<file path="config.mk">
export PLATFORM = sky130hd
export DESIGN_NAME = image_rom_scanner
export DESIGN_NICKNAME = d
export VERILOG_FILES = /design/src/rtl/image_rom_scanner.sv
export SDC_FILE = /design/constraint.sdc
export NUM_CORES = 1
export LEC_CHECK = 0
export CORE_UTILIZATION = 40
export DETAILED_ROUTE_END_ITERATION = 6
export SETUP_SLACK_MARGIN = 0.05
export SYNTH_ARGS = -nofsm -noshare
export SYNTH_HDL_FRONTEND = slang
export SYNTH_SLANG_ARGS = --single-unit
export TNS_END_PERCENT = 50
</file>
<file path="constraint.sdc">
create_clock -name clk -period 3.4 [get_ports clk]
set_input_delay 0.51 -clock clk [delete_from_list [all_inputs] [get_ports clk]]
set_output_delay 0.51 -clock clk [all_outputs]
set_load 0.01 [all_outputs]
</file>
<file path="src/rtl/image_rom_scanner.sv">
// ----------------------------------------------------------------------------
// image_rom_scanner
//   Read-side client for the synchronous 9-bit image ROM. Walks one frame in
//   raster order and drives the ROM address. Absorbs the fixed ROM read
//   latency with an in-flight flag pipeline and a small skid FIFO. Emits the
//   pixels as a valid/ready stream with x/y/sof/eol sideband.
//
//   The first read of a frame is issued in the first SCAN cycle. Returning ROM
//   data that finds the FIFO empty is presented combinationally on pix_*. This
//   lets the first pix_valid appear 1+ROM_LAT clocks after start. Data is
//   stored in the FIFO only when the sink does not take it in that cycle.
//
// Optional feature: define IMAGE_SCAN_MIRROR_EN to add the 'mirror' input.
//   It is sampled on an accepted start and held for the frame. When set, each
//   line is read right-to-left; pix_x still counts up.
//
// Ports
//   clk        system clock, shared with the ROM
//   reset_n    asynchronous active-low reset
//   start      1-cycle pulse, begins a frame when idle
//   mirror     (IMAGE_SCAN_MIRROR_EN only) horizontal mirror for the frame
//   busy       frame in progress
//   done       1-cycle pulse after the last pixel handshake
//   rom_ad     ROM word address
//   rom_data   ROM read data, ROM_LAT clocks after rom_ad
//   pix_valid  pixel available
//   pix_ready  sink accepts pixel
//   pix_data   pixel value
//   pix_x      screen column of pix_data
//   pix_y      line of pix_data
//   pix_sof    pixel is (0,0)
//   pix_eol    pixel is last of its line
// ----------------------------------------------------------------------------
module image_rom_scanner #(
   parameter int ADDR_W  = 12,
   parameter int DATA_W  = 9,
   parameter int IMG_W   = 64,
   parameter int IMG_H   = 64,
   parameter int BASE    = 0,
   parameter int ROM_LAT = 1,
   localparam int XW     = (IMG_W > 1) ? $clog2(IMG_W) : 1,
   localparam int YW     = (IMG_H > 1) ? $clog2(IMG_H) : 1
) (
   input  logic              clk,
   input  logic              reset_n,
   input  logic              start,
`ifdef IMAGE_SCAN_MIRROR_EN
   input  logic              mirror,
`endif
   output logic              busy,
   output logic              done,
   output logic [ADDR_W-1:0] rom_ad,
   input  logic [DATA_W-1:0] rom_data,
   output logic              pix_valid,
   input  logic              pix_ready,
   output logic [DATA_W-1:0] pix_data,
   output logic [XW-1:0]     pix_x,
   output logic [YW-1:0]     pix_y,
   output logic              pix_sof,
   output logic              pix_eol
);

   localparam int DEPTH = ROM_LAT + 1;   // skid FIFO depth, 2 or 3

   typedef enum logic [1:0] {S_IDLE, S_SCAN, S_DRAIN} state_t;

   typedef struct packed {
      logic [XW-1:0] x;
      logic [YW-1:0] y;
      logic          sof;
      logic          eol;
   } side_t;

   typedef struct packed {
      logic [DATA_W-1:0] data;
      side_t             side;
   } ent_t;

   state_t              state_q, state_d;
   logic [XW-1:0]       x_rd_q, x_rd_d;
   logic [YW-1:0]       y_rd_q, y_rd_d;
   logic [ADDR_W-1:0]   lbase_q, lbase_d;
   logic                mirror_q;
   logic                start_acc;

   logic [ROM_LAT-1:0]  infl_q;
   side_t               side_pipe_q [ROM_LAT];
   ent_t                mem_q [4];
   logic [1:0]          wr_ptr_q, rd_ptr_q, cnt_q;
   logic                done_q;

   logic                last_col, last_row, issue, pop, arrive;
   logic                fifo_empty, fifo_wr, fifo_rd, last_pop;
   logic [1:0]          infl_cnt;
   logic [2:0]          occ;
   logic [XW-1:0]       col;
   side_t               issue_side;
   ent_t                arr_ent, head;

   // ---------------------------------------------------------------- address
   assign last_col = (x_rd_q == XW'(IMG_W - 1));
   assign last_row = (y_rd_q == YW'(IMG_H - 1));
   assign col      = mirror_q ? (XW'(IMG_W - 1) - x_rd_q) : x_rd_q;
   assign rom_ad   = ADDR_W'(BASE) + lbase_q + ADDR_W'(col);

   assign issue_side.x   = x_rd_q;
   assign issue_side.y   = y_rd_q;
   assign issue_side.sof = (x_rd_q == '0) && (y_rd_q == '0);
   assign issue_side.eol = last_col;

   // --------------------------------------------------------- issue control
   always_comb begin
      infl_cnt = '0;
      for (int i = 0; i < ROM_LAT; i++) infl_cnt = infl_cnt + 2'(infl_q[i]);
   end

   // Everything already promised a slot (stored, in flight) minus what leaves
   // this cycle must leave room for one more read.
   assign occ   = 3'(cnt_q) + 3'(infl_cnt) - 3'(pop);
   assign issue = (state_q == S_SCAN) && (occ < 3'(DEPTH));

   // ------------------------------------------------------------- FIFO head
   assign arrive     = infl_q[ROM_LAT-1];
   assign arr_ent    = '{data: rom_data, side: side_pipe_q[ROM_LAT-1]};
   assign fifo_empty = (cnt_q == 2'd0);

   always_comb begin
      head = '0;
      if (!fifo_empty) head = mem_q[rd_ptr_q];
      else if (arrive) head = arr_ent;
   end

   assign pix_valid = !fifo_empty || arrive;
   assign pix_data  = head.data;
   assign pix_x     = head.side.x;
   assign pix_y     = head.side.y;
   assign pix_sof   = head.side.sof;
   assign pix_eol   = head.side.eol;

   assign pop      = pix_valid && pix_ready;
   assign fifo_rd  = pop && !fifo_empty;
   // Arriving data bypasses storage only if it goes straight out.
   assign fifo_wr  = arrive && !(fifo_empty && pop);
   assign last_pop = pop && head.side.eol && (head.side.y == YW'(IMG_H - 1));

   assign busy = (state_q != S_IDLE);
   assign done = done_q;

   // -------------------------------------------------------------------- FSM
   always_comb begin
      state_d   = state_q;
      x_rd_d    = x_rd_q;
      y_rd_d    = y_rd_q;
      lbase_d   = lbase_q;
      start_acc = 1'b0;
      unique case (state_q)
         S_IDLE: begin
            if (start) begin
               state_d   = S_SCAN;
               start_acc = 1'b1;
            end
         end
         S_SCAN: begin
            if (issue) begin
               if (last_col) begin
                  x_rd_d = '0;
                  if (last_row) begin
                     // counters return to zero so the next frame starts clean
                     y_rd_d  = '0;
                     lbase_d = '0;
                     state_d = S_DRAIN;
                  end else begin
                     y_rd_d  = y_rd_q + YW'(1);
                     lbase_d = lbase_q + ADDR_W'(IMG_W);
                  end
               end else begin
                  x_rd_d = x_rd_q + XW'(1);
               end
            end
         end
         S_DRAIN: begin
            if (last_pop) state_d = S_IDLE;
         end
         default: state_d = S_IDLE;
      endcase
   end

   always_ff @(posedge clk or negedge reset_n) begin
      if (!reset_n) begin
         state_q <= S_IDLE;
         x_rd_q  <= '0;
         y_rd_q  <= '0;
         lbase_q <= '0;
         done_q  <= 1'b0;
      end else begin
         state_q <= state_d;
         x_rd_q  <= x_rd_d;
         y_rd_q  <= y_rd_d;
         lbase_q <= lbase_d;
         done_q  <= last_pop;
      end
   end

`ifdef IMAGE_SCAN_MIRROR_EN
   always_ff @(posedge clk or negedge reset_n) begin
      if (!reset_n)       mirror_q <= 1'b0;
      else if (start_acc) mirror_q <= mirror;
   end
`else
   assign mirror_q = 1'b0;
`endif

   // ---------------------------------------------------- in-flight pipeline
   // Clearing the flags on reset drops any ROM data still on its way.
   always_ff @(posedge clk or negedge reset_n) begin
      if (!reset_n) begin
         infl_q <= '0;
         for (int i = 0; i < ROM_LAT; i++) side_pipe_q[i] <= '0;
      end else begin
         infl_q         <= (infl_q << 1) | ROM_LAT'(issue);
         side_pipe_q[0] <= issue_side;
         for (int i = 1; i < ROM_LAT; i++) side_pipe_q[i] <= side_pipe_q[i-1];
      end
   end

   // ---------------------------------------------------------------- FIFO
   function automatic logic [1:0] ptr_inc(input logic [1:0] p);
      return (p == 2'(DEPTH - 1)) ? 2'd0 : p + 2'd1;
   endfunction

   always_ff @(posedge clk or negedge reset_n) begin
      if (!reset_n) begin
         wr_ptr_q <= '0;
         rd_ptr_q <= '0;
         cnt_q    <= '0;
         for (int i = 0; i < 4; i++) mem_q[i] <= '0;
      end else begin
         if (fifo_wr) begin
            mem_q[wr_ptr_q] <= arr_ent;
            wr_ptr_q        <= ptr_inc(wr_ptr_q);
         end
         if (fifo_rd) rd_ptr_q <= ptr_inc(rd_ptr_q);
         cnt_q <= cnt_q + 2'(fifo_wr) - 2'(fifo_rd);
      end
   end

   a_no_overflow: assert property (@(posedge clk) disable iff (!reset_n)
      !(fifo_wr && !fifo_rd && (cnt_q == 2'(DEPTH))));

endmodule

</file>
# Yosys cells after proc, flatten, opt, wreduce, memory -nomap -nowiden
# Cells that the tools add are included.
# op_classes
add_sub_neg	10
magnitude_cmp	4
eq_ne	12
n_mux	19
n_bitwise	2
n_reduce_logical	20
# ops
operator	count
two-way mux 23 bit	5
bitwise mux 92 bit	1
binary-select mux 23 bit (select 2 bit)	1
demux 23 bit (select 2 bit)	1
== test 6 bit (second input constant)	3
two-way mux 2 bit	7
adder 12 x 6 -> 12 bit	1
adder 12 x 7 -> 12 bit (second input constant)	1
adder 6 x 1 -> 6 bit (second input constant)	2
logical NOT 6 bit	2
two-way mux 12 bit	1
two-way mux 6 bit	2
inequality test 2 bit (second input constant)	5
logical AND 1 bit	9
== test 2 x 1 -> 1 bit (second input constant)	3
>= comparator 3 bit (second input constant)	2
NOT 2 -> 3 bit	2
case mux 2 bit (3 select lines)	1
AND reduction 5 bit	1
adder 2 x 1 -> 2 bit (second input constant)	2
logical NOT 2 bit	2
adder 2 x 1 -> 3 bit	1
< comparator 3 x 1 -> 1 bit (second input constant)	1
< comparator 3 x 2 -> 1 bit (second input constant)	1
9 further kinds	10
# word_totals
ff_bits	140
input_bits	13
output_inout_bits	38
wordCells	100

# Logic depth before layout (Yosys ltp)
# Gate-level depths: netlist of the first run.
# logic_depth
word_depth	9
depth_mapped	14

# Worst setup path before layout of the first run
# Ideal clock, no wire load.
# synth_path
path_kind	reg-to-reg
start	reg cnt_q[1]
end	reg lbase_q[8]
arrival_time_ns	2.956
required_ns	3.272
setup_slack_ns	0.316
stages_incl_launch_ff	15
period_less_slack_ns	3.084
path_cell_list	dfrtp_1 > nor2_2 > buf_2 > nand2_1 > and2_1 > ha_1 > nand2b_1 > fa_1 > xnor2_1 > nand4b_1 > inv_1 > buf_2 > nand3_1 > xor2_1 > nor2_1
# synth_via
elab_chain_cells	8
word_cells_on_any_way	9
cone_classes	2 x add/sub; 1 x order compare; 6 x reduce/logical
# synth_rtl
element	line_no	rtl
start: declaration	89	logic [1:0] wr_ptr_q, rd_ptr_q, cnt_q;
start signal: assignment	243	cnt_q <= cnt_q + 2'(fifo_wr) - 2'(fifo_rd);
logical NOT 2 bit	125	assign fifo_empty = (cnt_q == 2'd0);
logical NOT 1 bit	133	assign pix_valid = !fifo_empty || arrive;
logical OR 1 bit	133	
via pix_valid	54	output logic pix_valid,
logical AND 1 bit	140	assign pop = pix_valid && pix_ready;
subtractor 3 x 1 -> 3 bit	119	assign occ = 3'(cnt_q) + 3'(infl_cnt) - 3'(pop);
< comparator 3 x 2 -> 1 bit	120	assign issue = (state_q == S_SCAN) && (occ < 3'(DEPTH));
logical AND 1 bit	120	
via issue	92	logic last_col, last_row, issue, pop, arrive;
AND reduction 3 bit (no line)	-	
end signal: assignment	199	lbase_q <= lbase_d;
end: declaration	82	logic [ADDR_W-1:0] lbase_q, lbase_d;
# The timed path passes the listed nets, and every way through them passes these cells.
# A chain may end at the register's enable or synchronous reset.

# Final worst setup path of the first run
# layout_path
start	reg rd_ptr_q[0]
end	out pix_data[3]
# layout_via
elab_chain_cells	5
# layout_rtl
element	line_no	rtl
start: declaration	89	
start signal: assignment	242	if (fifo_rd) rd_ptr_q <= ptr_inc(rd_ptr_q);
NOT 2 -> 3 bit (implied by the code)	129	if (!fifo_empty) head = mem_q[rd_ptr_q];
binary-select mux 23 bit (select 2 bit)	129	
two-way mux 23 bit (implied by the code) (2 in a row)	129	
two-way mux 23 bit	129	
end: declaration	56	output logic [DATA_W-1:0] pix_data,
# No other way between the ends. The select of a mux whose other input is x is not followed.

==> impl_metrics.json, run 1 <==
{
  "status": "completed",
  "synthSimpleGateAreaFrac_pct": 10.3,
  "drv_cap": 0,
  "setup_viol": 0,
  "synth_most_common_cell": "dfrtp_1",
  "synth_compound_area_share_pct": 2.76,
  "p_leak_nw": 3.50,
  "synth_edf_count": 0,
  "yosysTopAreaCellShare_pct": 54.1,
  "drc": 0,
  "avgViaCountPerCell": 5.28,
  "synth-xor-area-share_pct": 2.12,
  "drtPass1Iterations": 4,
  "placed_area_um2": 6870,
  "grt_usage_pct": 18.5,
  "async_flop_share_pct": 100,
  "post_drt_wl_per_cell_um": 18.6,
  "syn_area_um2": 6200,
  "relSlewSlack_pct": 55.4,
  "path_clk_slew_ns": 0.06,
  "insertion_delay_ns": 0.42,
  "critPathKind": "reg -> out",
  "ant_nets": 0,
  "arrival_ns": 2.54,
  "antennaDiodeCount": 0,
  "cts_buffers": 17,
  "nNetsFinal": 548,
  "fmax_mhz": 328,
  "power.density_nw_per_um2": 554,
  "initial_core_util_pct": 41.0,
  "synth.area.mux_share_pct": 25.1,
  "syn_inst": 476,
  "pwr-share-comb_pct": 16.3,
  "io_buffers": 50,
  "synth_common_cells": "134 x dfrtp_1, 91 x mux2_2, 54 x nand2_1",
  "max-vdd-ir-drop_uv": 382,
  "synthToLayoutAreaGrowth_pct": 20.1,
  "rsz0062_at_grt": "false",
  "rr_worst_depth": 11,
  "row_count": 45,
  "clock-sinks": 134,
  "die_w_um": 127,
  "avgSynthCellArea_um2": 13.0,
  "first_global_vias": 4207,
  "cts-root-buf": "clkbuf_16",
  "slowest_delay_ns": 0.66,
  "wl_um": 13500,
  "fin_worst_skew_ns": 0.00784,
  "clkPwrFrac_pct": 43.2,
  "ys_seq_elements": 134,
  "syn-num-nets": 498,
  "die_area_um2": 16000,
  "antenna_found_initial": 0,
  "die_h_um": 127,
  "crit_path_end_kind": "output port",
  "post_cts_buffers": 0,
  "drive_gt1_share_pct": 30.4,
  "synth_ff_type": "dfrtp_1",
  "period_minus_slack_ns": 3.05,
  "seqPwrFrac_pct": 40.5,
  "yosysUniqueCellTypes": 46,
  "synth_top_cell_by_area": "dfrtp_1",
  "worst_pin_slew_ns": 0.669,
  "core_area_um2": 15100,
  "grt_pass1_wl_um": 22200,
  "clockBufferDepth": 2,
  "place.gp.congestion": 0.756,
  "synthTopCellsByArea": "dfrtp_1 54%, mux2_2 17%, mux4_2 5.1%",
  "p_sw_share_pct": 27.0,
  "final_area_um2": 7450,
  "drt_first_iter_violations": 186,
  "finalSetupTns_ns": 0,
  "cp.required_ns": 2.89,
  "yosys_warnings": 0,
  "yosys.area_share.adder_pct": 1.94,
  "gr-total-overflow": 0,
  "htree_levels": 4,
  "start_kind": "flop",
  "path_cells": "buf_4, mux4_2, nand2_1, nand2_1, clkdlybuf4s50_1",
  "hp-class": "in -> async",
  "final_max_slew_viol_count": 0,
  "hpwl_um": 8470,
  "cp_slowest_cell": "dfrtp_1",
  "p_int_mw": 3.01,
  "period_share_pct": 89.8,
  "r2r_slack_ns": 0.39,
  "cts_tree": "yes",
  "pin_count": 51,
  "crit_fanout": 11,
  "grt_start_max_net_pins": 66,
  "fin_total_pwr_mw": 4.13,
  "p_sw_mw": 1.11,
  "synth_top_family_by_area": "multiplexers",
  "hold_viol": 0,
  "seq_area_frac_synth_pct": 54.1,
  "worst_path_most_repeated_cell": "nand2_1",
  "dr_total_vias": 3842
}
-- placed cells by master, fill, tap and decap left out, types with 2 or more instances in the layout --
cell type and count:
a31oi_1 3, and2_1 4, and3_1 6, buf_4 14, bufinv_16 2, clkbuf_16 17
clkdlybuf4s50_1 49, clkinv_2 5, clkinv_4 2, clkinvlp_4 5, dfrtp_1 134, ha_1 8
inv_1 10, mux2_2 91, mux2i_1 10, mux4_1 4, mux4_2 14, nand2_1 54
nand3_1 25, nand4_1 4, nor2_1 12, nor2_2 2, nor3_1 2, nor3_4 2
nor4_1 4, o21ai_0 10, o21bai_1 2, o22ai_1 4, or2_2 4, or3_1 2
xnor2_1 8, xor2_1 7
-- timing repair --
item / CTS / global route
resized for setup: 0 / 1
hold buffers: 0 / 0
endpoints found under the setup margin: 0 / 1
-- final timing paths --
check,start,endpoint
max,rd_ptr_q[0]$_DFFE_PN0P_,pix_data[3]
min,reset_n,mem_q[63]$_DFFE_PN0P_
max reg2reg,cnt_q[0]$_DFF_PN0_,y_rd_q[4]$_DFFE_PN0P_
min reg2reg,y_rd_q[1]$_DFFE_PN0P_,arr_ent[3]$_DFF_PN0_
max in group asynchronous,reset_n,mem_q[77]$_DFFE_PN0P_
min in group clk,y_rd_q[1]$_DFFE_PN0P_,arr_ent[3]$_DFF_PN0_
-- flip-flops by register name, summed over array words and instances (netlist names) --
signal    count
lbase_q       6
mem_q        92
rd_ptr_q      2
arr_ent      14
wr_ptr_q      2
state_q       2
arrive        1
cnt_q         2
col           6
done          1
y_rd_q        6
-- power groups by stage --
stage                     combinational [mW]  clock (mW)  sequential, mW
after global routing                   0.738        1.89            1.68
after floorplan                        0.406           0            1.68
after detailed placement               0.682           0            1.70
after CTS                              0.683        1.82            1.67
final                                  0.671        1.78            1.67
after global placement                 0.666           0            1.70
-- stage by stage --
step / worst slack, ns / std cells / hold slack (ns) / utilization (%)
2_1_floorplan: 0.316 / 476 / 0.214 / -
3_3_place_gp: 0.226 / 695 / 0.398 / 45.4
5_1_grt: 0.126 / 727 / 0.166 / 49.2
4_1_cts: 0.282 / 727 / 0.140 / 49.2
3_5_place_dp: 0.116 / 695 / 0.416 / 45.4
6_report: 0.347 / 727 / 0.124 / 49.2
-- area by class of cell --
type	instances	area [um^2]
fill	1326	7700
sequential	134	3350
multi-input combinational	297	2620
timing repair buffer	64	616
clock buffer	19	443
tap	188	235
clock inverter	13	133
inverter	12	48.8
-- cells by family (layout without fill, tap and decap cells) --
family | Yosys count | after routing
buf+inv | 45 | 108
simple gates | 127 | 127
xor+xnor | 15 | 15
compound gates | 26 | 26
mux | 120 | 120
flops | 134 | 134
fa+ha+maj | 9 | 9
-- critical path: cells and delay by family (launching register included) --
kind / cells / cell delay [ns]
multiplexers: 1 / 0.52
AND/OR/NAND/NOR: 2 / 0.14
flip-flops: 1 / 0.66
buffers and inverters: 2 / 0.79
-- routing by layer --
| layer | share of wire, % | vias to the layer above | track usage [%] |
|---|---|---|---|
| met4 | 1.2 | 0 | 6.24 |
| met2 | 50 | 63 | 31.1 |
| li1 | - | 1790 | - |
| met3 | 3.5 | 16 | 4.89 |
| met5 | 0 | - | 0 |
| met1 | 45 | 1973 | 23.1 |
Note: power is estimated with default switching activity, not from simulation.
==> inputs of run 2 (changes only) <==
HOLD_SLACK_MARGIN = 0.02   (was unset)
SLEW_MARGIN = 20   (was unset)
TNS_END_PERCENT = unset   (was 50)
==> results of run 2 <==
No change in the layout: final DEF, timing and power equal those of run 1.
